[src/rtl/uart_pkg.sv]
// Shared constants for the UART receive path: parity mode names, oversampling
// timing, receiver FSM encoding and a 3-input majority helper.
package uart_pkg;

    localparam string PAR_NONE  = "none";
    localparam string PAR_EVEN  = "even";
    localparam string PAR_ODD   = "odd";
    localparam string PAR_MARK  = "mark";
    localparam string PAR_SPACE = "space";

    localparam int OS_RATE    = 16;
    localparam int SAMPLE_LO  = 7;
    localparam int SAMPLE_MID = 8;
    localparam int SAMPLE_HI  = 9;

    typedef enum logic [2:0] {
        PM_NONE,
        PM_EVEN,
        PM_ODD,
        PM_MARK,
        PM_SPACE
    } parity_mode_t;

    typedef enum logic [2:0] {
        ST_IDLE,
        ST_START,
        ST_DATA,
        ST_PARITY,
        ST_STOP,
        ST_BRK_WAIT
    } rx_state_t;

    function automatic logic majority3(input logic a, input logic b, input logic c);
        return (a & b) | (a & c) | (b & c);
    endfunction

endpackage

[src/rtl/uart_sync_fifo.sv]
// Generic single-clock FIFO: push/full/count on the write side, valid/ready on
// the read side. A push into a full FIFO is accepted only when a pop happens too.
module uart_sync_fifo #(
    parameter int WIDTH = 8,
    parameter int DEPTH = 16
) (
    input  logic                     clk,
    input  logic                     srst,
    input  logic                     wr_en,
    input  logic [WIDTH-1:0]         wr_data,
    output logic                     full,
    output logic [WIDTH-1:0]         rd_data,
    output logic                     rd_valid,
    input  logic                     rd_ready,
    output logic [$clog2(DEPTH):0]   count
);

    localparam int AW = $clog2(DEPTH);

    logic [WIDTH-1:0] mem [DEPTH];
    logic [AW-1:0]    wr_ptr_reg;
    logic [AW-1:0]    rd_ptr_reg;
    logic [AW:0]      count_reg;
    logic             push;
    logic             pop;

    assign rd_valid = (count_reg != '0);
    assign full     = (count_reg == (AW+1)'(DEPTH));
    assign count    = count_reg;
    assign pop      = rd_valid && rd_ready;
    assign push     = wr_en && (!full || pop);

    // Head word is masked while empty so the output reads zero, not stale data.
    assign rd_data  = rd_valid ? mem[rd_ptr_reg] : '0;

    always_ff @(posedge clk) begin
        if (srst) begin
            wr_ptr_reg <= '0;
            rd_ptr_reg <= '0;
            count_reg  <= '0;
        end else begin
            if (push) begin
                wr_ptr_reg <= wr_ptr_reg + 1'b1;
            end
            if (pop) begin
                rd_ptr_reg <= rd_ptr_reg + 1'b1;
            end
            count_reg <= count_reg + (AW+1)'(push) - (AW+1)'(pop);
        end
    end

    always_ff @(posedge clk) begin
        if (push) begin
            mem[wr_ptr_reg] <= wr_data;
        end
    end

endmodule

[src/rtl/uart_rx_fifo.sv]
// Oversampling UART receiver with majority voting feeding an RX FIFO.
// Define UART_RX_BREAK_DET_EN to enable break detection and the BREAK output.
module uart_rx_fifo
    import uart_pkg::*;
#(
    parameter int    DATA_BITS  = 8,
    parameter string PARITY_BIT = "none",
    parameter int    FIFO_DEPTH = 16,
    parameter int    DIV_WIDTH  = 16
) (
    input  logic                          CLK,
    input  logic                          RST,
    input  logic [DIV_WIDTH-1:0]          BAUD_DIV,
    input  logic                          UART_RXD,
    output logic [DATA_BITS-1:0]          DOUT,
    output logic                          DOUT_VLD,
    input  logic                          DOUT_RDY,
    output logic [$clog2(FIFO_DEPTH):0]   FIFO_COUNT,
    output logic                          FRAME_ERROR,
    output logic                          PARITY_ERROR,
    output logic                          OVERRUN,
    output logic                          BREAK
);

    localparam parity_mode_t PAR_MODE =
        (PARITY_BIT == PAR_EVEN)  ? PM_EVEN  :
        (PARITY_BIT == PAR_ODD)   ? PM_ODD   :
        (PARITY_BIT == PAR_MARK)  ? PM_MARK  :
        (PARITY_BIT == PAR_SPACE) ? PM_SPACE : PM_NONE;
    localparam int OSW = $clog2(OS_RATE);
    localparam int BCW = $clog2(DATA_BITS);

    logic                 rxd_meta_reg;
    logic                 rxd_sync_reg;
    logic [DIV_WIDTH-1:0] div_cnt_reg;
    logic [DIV_WIDTH-1:0] baud_shadow_reg;
    logic                 tick;

    rx_state_t            state_reg, state_next;
    logic [OSW-1:0]       os_cnt_reg, os_cnt_next;
    logic [BCW-1:0]       bit_cnt_reg, bit_cnt_next;
    logic [DATA_BITS-1:0] shift_reg, shift_next;
    logic                 s_lo_reg, s_lo_next;
    logic                 s_mid_reg, s_mid_next;
    logic                 par_flag_reg, par_flag_next;
    logic                 push_reg, push_next;
    logic                 frame_err_reg, frame_err_next;
    logic                 parity_err_reg, parity_err_next;
    logic                 overrun_reg;
    logic                 fifo_full;
    logic [OSW-1:0]       tick_idx;
    logic                 maj;
    logic                 exp_par;

    always_ff @(posedge CLK) begin
        if (RST) begin
            rxd_meta_reg <= 1'b1;
            rxd_sync_reg <= 1'b1;
        end else begin
            rxd_meta_reg <= UART_RXD;
            rxd_sync_reg <= rxd_meta_reg;
        end
    end

    // Divisor only follows BAUD_DIV between frames so a frame keeps one bit period.
    assign tick = (div_cnt_reg >= baud_shadow_reg);

    always_ff @(posedge CLK) begin
        if (RST) begin
            div_cnt_reg     <= '0;
            baud_shadow_reg <= DIV_WIDTH'(1);
        end else begin
            div_cnt_reg <= tick ? '0 : div_cnt_reg + 1'b1;
            if (state_reg == ST_IDLE) begin
                baud_shadow_reg <= (BAUD_DIV == '0) ? DIV_WIDTH'(1) : BAUD_DIV;
            end
        end
    end

    assign tick_idx = os_cnt_reg + 1'b1;
    assign maj      = majority3(s_lo_reg, s_mid_reg, rxd_sync_reg);

    always_comb begin
        exp_par = 1'b0;
        case (PAR_MODE)
            PM_EVEN: exp_par = ^shift_reg;
            PM_ODD:  exp_par = ~^shift_reg;
            PM_MARK: exp_par = 1'b1;
            default: exp_par = 1'b0;
        endcase
    end

`ifdef UART_RX_BREAK_DET_EN
    logic par_bit_reg, par_bit_next;
    logic break_reg, break_next;
`endif

    always_comb begin
        state_next      = state_reg;
        os_cnt_next     = os_cnt_reg;
        bit_cnt_next    = bit_cnt_reg;
        shift_next      = shift_reg;
        s_lo_next       = s_lo_reg;
        s_mid_next      = s_mid_reg;
        par_flag_next   = par_flag_reg;
        push_next       = 1'b0;
        frame_err_next  = 1'b0;
        parity_err_next = 1'b0;
`ifdef UART_RX_BREAK_DET_EN
        par_bit_next    = par_bit_reg;
        break_next      = break_reg;
`endif

        // Bit-timing bookkeeping shared by every in-frame state.
        if (tick && state_reg != ST_IDLE && state_reg != ST_BRK_WAIT) begin
            os_cnt_next = tick_idx;
            if (tick_idx == OSW'(SAMPLE_LO)) begin
                s_lo_next = rxd_sync_reg;
            end
            if (tick_idx == OSW'(SAMPLE_MID)) begin
                s_mid_next = rxd_sync_reg;
            end
        end

        case (state_reg)
            ST_IDLE: begin
                if (tick && !rxd_sync_reg) begin
                    state_next    = ST_START;
                    os_cnt_next   = '0;
                    bit_cnt_next  = '0;
                    par_flag_next = 1'b0;
`ifdef UART_RX_BREAK_DET_EN
                    par_bit_next  = 1'b0;
`endif
                end
            end
            ST_START: begin
                if (tick && tick_idx == OSW'(SAMPLE_HI) && maj) begin
                    state_next = ST_IDLE;
                end else if (tick && tick_idx == OSW'(OS_RATE-1)) begin
                    state_next = ST_DATA;
                end
            end
            ST_DATA: begin
                if (tick && tick_idx == OSW'(SAMPLE_HI)) begin
                    shift_next = {maj, shift_reg[DATA_BITS-1:1]};
                end
                if (tick && tick_idx == OSW'(OS_RATE-1)) begin
                    if (bit_cnt_reg == BCW'(DATA_BITS-1)) begin
                        state_next = (PAR_MODE != PM_NONE) ? ST_PARITY : ST_STOP;
                    end else begin
                        bit_cnt_next = bit_cnt_reg + 1'b1;
                    end
                end
            end
            ST_PARITY: begin
                if (tick && tick_idx == OSW'(SAMPLE_HI)) begin
                    par_flag_next = (maj != exp_par);
`ifdef UART_RX_BREAK_DET_EN
                    par_bit_next  = maj;
`endif
                end
                if (tick && tick_idx == OSW'(OS_RATE-1)) begin
                    state_next = ST_STOP;
                end
            end
            ST_STOP: begin
                // Decide mid stop bit and return to IDLE at once so a late stop edge resyncs.
                if (tick && tick_idx == OSW'(SAMPLE_HI)) begin
                    state_next = ST_IDLE;
`ifdef UART_RX_BREAK_DET_EN
                    if (!maj && shift_reg == '0 && !par_bit_reg) begin
                        state_next = ST_BRK_WAIT;
                        break_next = 1'b1;
                    end else
`endif
                    if (!maj) begin
                        frame_err_next = 1'b1;
                    end else if (par_flag_reg) begin
                        parity_err_next = 1'b1;
                    end else begin
                        push_next = 1'b1;
                    end
                end
            end
`ifdef UART_RX_BREAK_DET_EN
            ST_BRK_WAIT: begin
                if (tick && rxd_sync_reg) begin
                    state_next = ST_IDLE;
                    break_next = 1'b0;
                end
            end
`endif
            default: begin
                state_next = ST_IDLE;
            end
        endcase
    end

    always_ff @(posedge CLK) begin
        if (RST) begin
            state_reg      <= ST_IDLE;
            os_cnt_reg     <= '0;
            bit_cnt_reg    <= '0;
            shift_reg      <= '0;
            s_lo_reg       <= 1'b1;
            s_mid_reg      <= 1'b1;
            par_flag_reg   <= 1'b0;
            push_reg       <= 1'b0;
            frame_err_reg  <= 1'b0;
            parity_err_reg <= 1'b0;
            overrun_reg    <= 1'b0;
        end else begin
            state_reg      <= state_next;
            os_cnt_reg     <= os_cnt_next;
            bit_cnt_reg    <= bit_cnt_next;
            shift_reg      <= shift_next;
            s_lo_reg       <= s_lo_next;
            s_mid_reg      <= s_mid_next;
            par_flag_reg   <= par_flag_next;
            push_reg       <= push_next;
            frame_err_reg  <= frame_err_next;
            parity_err_reg <= parity_err_next;
            overrun_reg    <= push_reg && fifo_full && !(DOUT_VLD && DOUT_RDY);
        end
    end

`ifdef UART_RX_BREAK_DET_EN
    always_ff @(posedge CLK) begin
        if (RST) begin
            par_bit_reg <= 1'b0;
            break_reg   <= 1'b0;
        end else begin
            par_bit_reg <= par_bit_next;
            break_reg   <= break_next;
        end
    end
    assign BREAK = break_reg;
`else
    assign BREAK = 1'b0;
`endif

    uart_sync_fifo #(
        .WIDTH (DATA_BITS),
        .DEPTH (FIFO_DEPTH)
    ) u_fifo (
        .clk      (CLK),
        .srst     (RST),
        .wr_en    (push_reg),
        .wr_data  (shift_reg),
        .full     (fifo_full),
        .rd_data  (DOUT),
        .rd_valid (DOUT_VLD),
        .rd_ready (DOUT_RDY),
        .count    (FIFO_COUNT)
    );

    assign FRAME_ERROR  = frame_err_reg;
    assign PARITY_ERROR = parity_err_reg;
    assign OVERRUN      = overrun_reg;

endmodule

[config.mk]
export PLATFORM = sky130hd
export DESIGN_NAME = uart_rx_fifo
export DESIGN_NICKNAME = d
export VERILOG_FILES = /design/src/rtl/uart_pkg.sv /design/src/rtl/uart_sync_fifo.sv /design/src/rtl/uart_rx_fifo.sv
export SDC_FILE = /design/constraint.sdc
export NUM_CORES = 1
export LEC_CHECK = 0
export BUFFER_PORTS_ARGS = -buffer_cell sky130_fd_sc_hd__buf_2
export CAP_MARGIN = 20
export CORE_ASPECT_RATIO = 1.2
export CORE_UTILIZATION = 50
export CTS_CLUSTER_SIZE = 24
export DETAILED_ROUTE_END_ITERATION = 10
export PLACE_DENSITY = 0.78
export SYNTH_ARGS = -nofsm -noshare
export SYNTH_HDL_FRONTEND = slang
export SYNTH_SLANG_ARGS = --single-unit
export TNS_END_PERCENT = 20
[constraint.sdc]
create_clock -name CLK -period 2.6 [get_ports CLK]
set_input_delay 0.52 -clock CLK [delete_from_list [all_inputs] [get_ports CLK]]
set_output_delay 0.52 -clock CLK [all_outputs]
set_load 0.01 [all_outputs]
## Word level (Yosys, flattened, before mapping)

Memories as Yosys holds them, arrays and structs flattened. A register that Yosys moved wholly into a read port is not among the register bits.
Index checks and enable logic that the tools add are counted.

- Bitwise gates (word level): 8
- Equal/unequal tests: 19
- Magnitude comparators: 1
- Reductions and logical operators: 29
- Div/mod/pow operators: 0
- Multiplexer cells: 27
- Multipliers: 0
- Shifts and indexed selects: 0
- Add/sub/neg operators: 7

Operator list:

| kind | count |
|---|---|
| $mux W3 | 10 |
| $mux W4 | 5 |
| $add A16 B1 Y16 const B | 1 |
| $ge A16 B16 Y1 | 1 |
| $logic_not A16 Y1 | 1 |
| $mux W16 | 1 |
| $pmux W3 S5 | 1 |
| $add A4 B1 Y4 const B | 3 |
| $eq A4 B4 Y1 const B | 3 |
| $ne A2 B2 Y1 const B | 6 |
| $logic_and A1 B1 Y1 | 10 |
| $mux W8 | 1 |
| $mux W1 | 7 |
| $eq A3 B2 Y1 const B | 2 |
| $eq A3 B3 Y1 const B | 2 |
| $ne A3 B3 Y1 const B | 2 |
| $pmux W3 S2 | 1 |
| $reduce_and A2 Y1 | 3 |
| $reduce_and A6 Y1 | 1 |
| $add A5 B1 Y5 | 1 |
| $eq A5 B5 Y1 const B | 1 |
| $reduce_bool A5 Y1 | 1 |
| $sub A5 B1 Y5 | 1 |
| $eq A4 B3 Y1 const B | 1 |
| other kinds (17) | 25 |

- Bits of input ports: 20
- Output and inout bits: 18
- Latch bits: 0
- Bits in writable memories: 128
- Memories: 1
- Flip-flop bits (word level): 72
- ROM bits: 0

Memories:

| name | depth | bits a word | read ports | clocked after Yosys merged registers in | write ports | RTL line | source |
|---|---|---|---|---|---|---|---|
| u_fifo.mem | 16 | 8 | 1 | 1 | 1 | uart_sync_fifo.sv:20 | `logic [WIDTH-1:0] mem [DEPTH];` |

## Logic depth before layout (Yosys ltp)

- Depth after elaboration: 6
- Mapped depth: 15
- Depth with buffers taken out: 14

## By module

Synthesis repeated with hierarchy kept, for this count alone.

- Cell total of the unflattened synthesis: 674
- Area total of the unflattened synthesis: 8911.0 µm²

By module, submodules not included:

| module | cells each | instances | sequential area each (µm²) | area an instance (µm²) |
|---|---|---|---|---|
| uart_sync_fifo | 314 | 1 | 4184.0 | 5864.4 |
| uart_rx_fifo | 360 | 1 | 1181.1 | 3046.7 |

## Worst setup path before layout

No wires, ideal clock.

- Path type: flip-flop to flip-flop
- Start: register u_fifo.count_reg[3] (netlist: u_fifo.count[3])
- End: register u_fifo.count_reg[4] (netlist: u_fifo.count[4])
- Clock period less this slack: 2.544 ns
- Slack: 0.056 ns
- Data required time: 2.529 ns
- Cell stages (with the launch flop): 16
- Arrival: 2.473 ns
- Setup time: 0.071 ns
- Cells stage by stage: dfxtp_1 > inv_1 > ha_1 > nor4b_1 > nor2b_1 > clkbuf_1 > ha_1 > inv_1 > ha_1 > inv_1 > fa_1 > inv_1 > a21oi_1 > nor2_1 > or3_1 > a21oi_1

- Longest elaborated chain between the ends: 6

RTL lines:

| element | RTL line | source |
|---|---|---|
| start: declaration | uart_sync_fifo.sv:23 | `logic [AW:0] count_reg;` |
| start signal: assignment | uart_sync_fifo.sv:48 | `count_reg <= count_reg + (AW+1)'(push) - (AW+1)'(pop);` |
| $reduce_bool A5 Y1 * | uart_sync_fifo.sv:27 | `assign rd_valid = (count_reg != '0);` |
| $logic_and A1 B1 Y1 * | uart_sync_fifo.sv:30 | `assign pop = rd_valid && rd_ready;` |
| via u_fifo.pop | uart_sync_fifo.sv:25 | `logic pop;` |
| $logic_or A1 B1 Y1 | uart_sync_fifo.sv:31 | `assign push = wr_en && (!full \|\| pop);` |
| $logic_and A1 B1 Y1 | uart_sync_fifo.sv:31 |  |
| $add A5 B1 Y5 | uart_sync_fifo.sv:48 |  |
| $sub A5 B1 Y5 * | uart_sync_fifo.sv:48 |  |

Mark *: on every way through the listed nets, which the timed path passes. The rest lies on a longest branch.
A chain may end at the register's enable or synchronous reset.

==> results.json <==
{
  "syn_to_final_growth_pct": 15.1,
  "std_cell_rows": 52,
  "cp-start-kind": "flop",
  "finalMaxSlewViolations": 0,
  "ctsLongestPathBuffers": 3,
  "maxCapViolations": 0,
  "seq_area_frac_synth_pct": 61.0,
  "gp_congestion": 0.894,
  "antenna_cells": 0,
  "multi_input_area_mm2": 0.00318,
  "vias": 5506,
  "grt_max_degree": 33,
  "arrival_ns": 2.40,
  "whs_path_depth": 2,
  "end_kind": "output port",
  "grt-ovfl-total": 0,
  "rsz0062_at_grt": "yes",
  "port_buffers": 36,
  "drt_pass1_iterations": 5,
  "ctsHoldBuffers": 0,
  "synthArstFlopShare_pct": 0,
  "cts.sinks": 204,
  "slew_headroom_pct": 51.4,
  "violations": "setup timing",
  "total_power_mw": 8.30,
  "vias_per_cell": 5.73,
  "grt_pass1_wl_mm": 29.1,
  "cts.clk_slew.worst_paths_ns": 0.06,
  "core_area_mm2": 0.0170,
  "synthDistinctLibCells": 55,
  "synth_ff_type": "edfxtp_1",
  "ys_ff_latch": 204,
  "ir_drop_uv": 550,
  "cts_made_buffers": 20,
  "powerDensity_mw_per_mm2": 821,
  "synth_area_per_cell_um2": 13.0,
  "ioPinCount": 38,
  "root_buffer": "clkbuf_16",
  "cts_max_level": 1,
  "p_leak_nw": 3.65,
  "netlist_area_mm2": 0.00879,
  "drt-initial-drc-count": 440,
  "antenna_found_initial": 0,
  "hold_violations": 0,
  "drive_gt1_share_pct": 21.5,
  "reg2reg_depth": 14,
  "hp-class": "input port to flop",
  "critPathKind": "flop to output port",
  "n_fill_cell": 1263,
  "die_h_um": 147,
  "reg2reg_slack_ns": 0.10,
  "start_util_pct": 51.6,
  "largest_reg_flops": 128,
  "seqCellArea_mm2": 0.00537,
  "grt_pass1_vias": 5518,
  "route.detailed.drc": 0,
  "period_needed_ns": 2.92,
  "worstPathRequired_ns": 2.08,
  "finalClockSkew_ns": 0.00949,
  "path_max_fanout": 7,
  "die_area_mm2": 0.0181,
  "worst_pin_slew_ns": 0.728,
  "grt_usage_pct": 21.0,
  "die_x_um": 123,
  "finalSetupTns_ns": -2.19,
  "final_antenna_net_count": 0,
  "setup_slack_ns": -0.320,
  "ys_warn_count": 0,
  "hold_slack_ns": 0.229,
  "dp_hpwl_mm": 12.2,
  "fin_nets": 786,
  "clk_latency_ns": 0.48,
  "syn_nets": 730,
  "fmax_mhz": 342,
  "wl_mm": 18.3,
  "netlist_instances": 675,
  "wl_per_cell_um": 19.0,
  "cts_tree": "yes",
  "setup_viol": 8,
  "synth_edf_count": 128,
  "period_share_pct": 112,
  "status": "finished, violations left"
}
==> metrics by stage <==
| step | instance area (µm²) | setup slack [ns] | util (%) | std cells |
|---|---|---|---|---|
| after floorplan | 8790 | 0.0564 | - | 675 |
| after global placement | 9330 | 0.113 | 54.7 | 922 |
| after detailed placement | 9330 | -0.135 | 54.7 | 922 |
| after CTS | 10100 | -0.366 | 59.5 | 963 |
| after global routing | 10100 | -0.349 | 59.4 | 961 |
| final | 10100 | -0.320 | 59.4 | 961 |
==> synthesized netlist by cell type (3+ instances only) <==
master	count	area [µm²]
edfxtp_1	128	3840
dfxtp_1	76	1520
nand2_1	63	236
nor2_1	63	236
a21oi_1	40	200
mux4_2	40	901
ha_1	34	425
inv_1	33	124
nand3_1	25	125
clkbuf_1	17	63.8
o21ai_0	16	80.1
nor3_1	14	70.1
and2_1	12	75.1
xnor2_1	12	105
xor2_1	11	96.3
buf_4	7	52.6
mux2i_1	7	70.1
nand4_1	7	43.8
buf_1	6	22.5
nand2b_1	6	37.5
or2_2	5	31.3
nor2b_1	4	25.0
nor4_1	4	25.0
a21o_1	3	22.5
and3_1	3	18.8
o211ai_1	3	22.5
==> layout by cell type, fill, tap and decap left out, types with 4 or more instances in the layout <==
cell type and count:
nor4_1 4, nor2_1 63, buf_12 5, xor2_1 11, ha_1 33, clkbuf_1 5
nand4_1 7, mux2i_1 7, buf_2 33, a21oi_1 39, nand3_1 25, or2_2 5
clkbuf_16 21, and2_1 7, nor3_1 14, buf_4 27, and2_4 4, inv_1 33
xnor2_1 12, mux4_2 40, edfxtp_1 128, nand2b_1 6, dfxtp_1 74, o21ai_0 16
nor2b_1 4, nand2_1 62
==> layer usage <==
layer  routed length [µm]  GRT usage [%]  vias to the layer above
met1                 6950           25.5                     2716
met2                10000           38.9                      195
met4                  278           4.40                        0
met5                    0              0                        -
li1                     -              -                     2573
met3                 1030           3.18                       22
==> worst max-delay path, cell delays in order, from the launching register on <==
cell and delay (ns):
dfxtp_4 0.42, buf_12 0.16, mux4_2 0.56, mux4_2 0.51, and2_4 0.16, buf_6 0.11
==> where the power goes <==
group	switching [mW]	total [mW]	internal, mW	leakage, nW
clock network	1.15	2.92	1.77	0.335
registers	0.0932	3.58	3.49	1.81
logic	0.810	1.81	0.995	1.51
total	2.05	8.30	6.25	3.65
==> kinds of logic (layout without fill, tap and decap cells) <==
family | count (synthesis) | in the layout | synth area share, %
other cells | 1 | 1 | 0.0427
fa+ha+maj | 36 | 36 | 5.18
xor+xnor | 23 | 23 | 2.29
buf+inv | 68 | 138 | 3.33
mux | 49 | 49 | 11.3
flops | 204 | 204 | 61.0
simple gates | 218 | 218 | 11.6
compound gates | 76 | 76 | 5.18
==> cell type report <==
class                           instances  area share [%]
Clock buffer                           30            5.86
Clock inverter                          6           0.754
Inverter                               34            1.26
Multi-Input combinational cell        403            31.4
Sequential cell                       204            53.1
Tap cell                              216            2.67
Timing Repair Buffer                   68            4.96
==> worst paths after layout <==
check / from / end
max: flop / DOUT[6]
min: UART_RXD / rxd_meta_reg
max reg2reg: u_fifo.count[2] / u_fifo.count[4]
min reg2reg: rxd_meta_reg / rxd_sync_reg
==> repair_timing <==
item	4_1_cts	5_1_grt
resized for setup	11	10
gates cloned	2	0
setup buffers	3	0
setup endpoints to repair	9	26
pin swaps	5	1
Note: power is estimated with default switching activity, not from simulation.
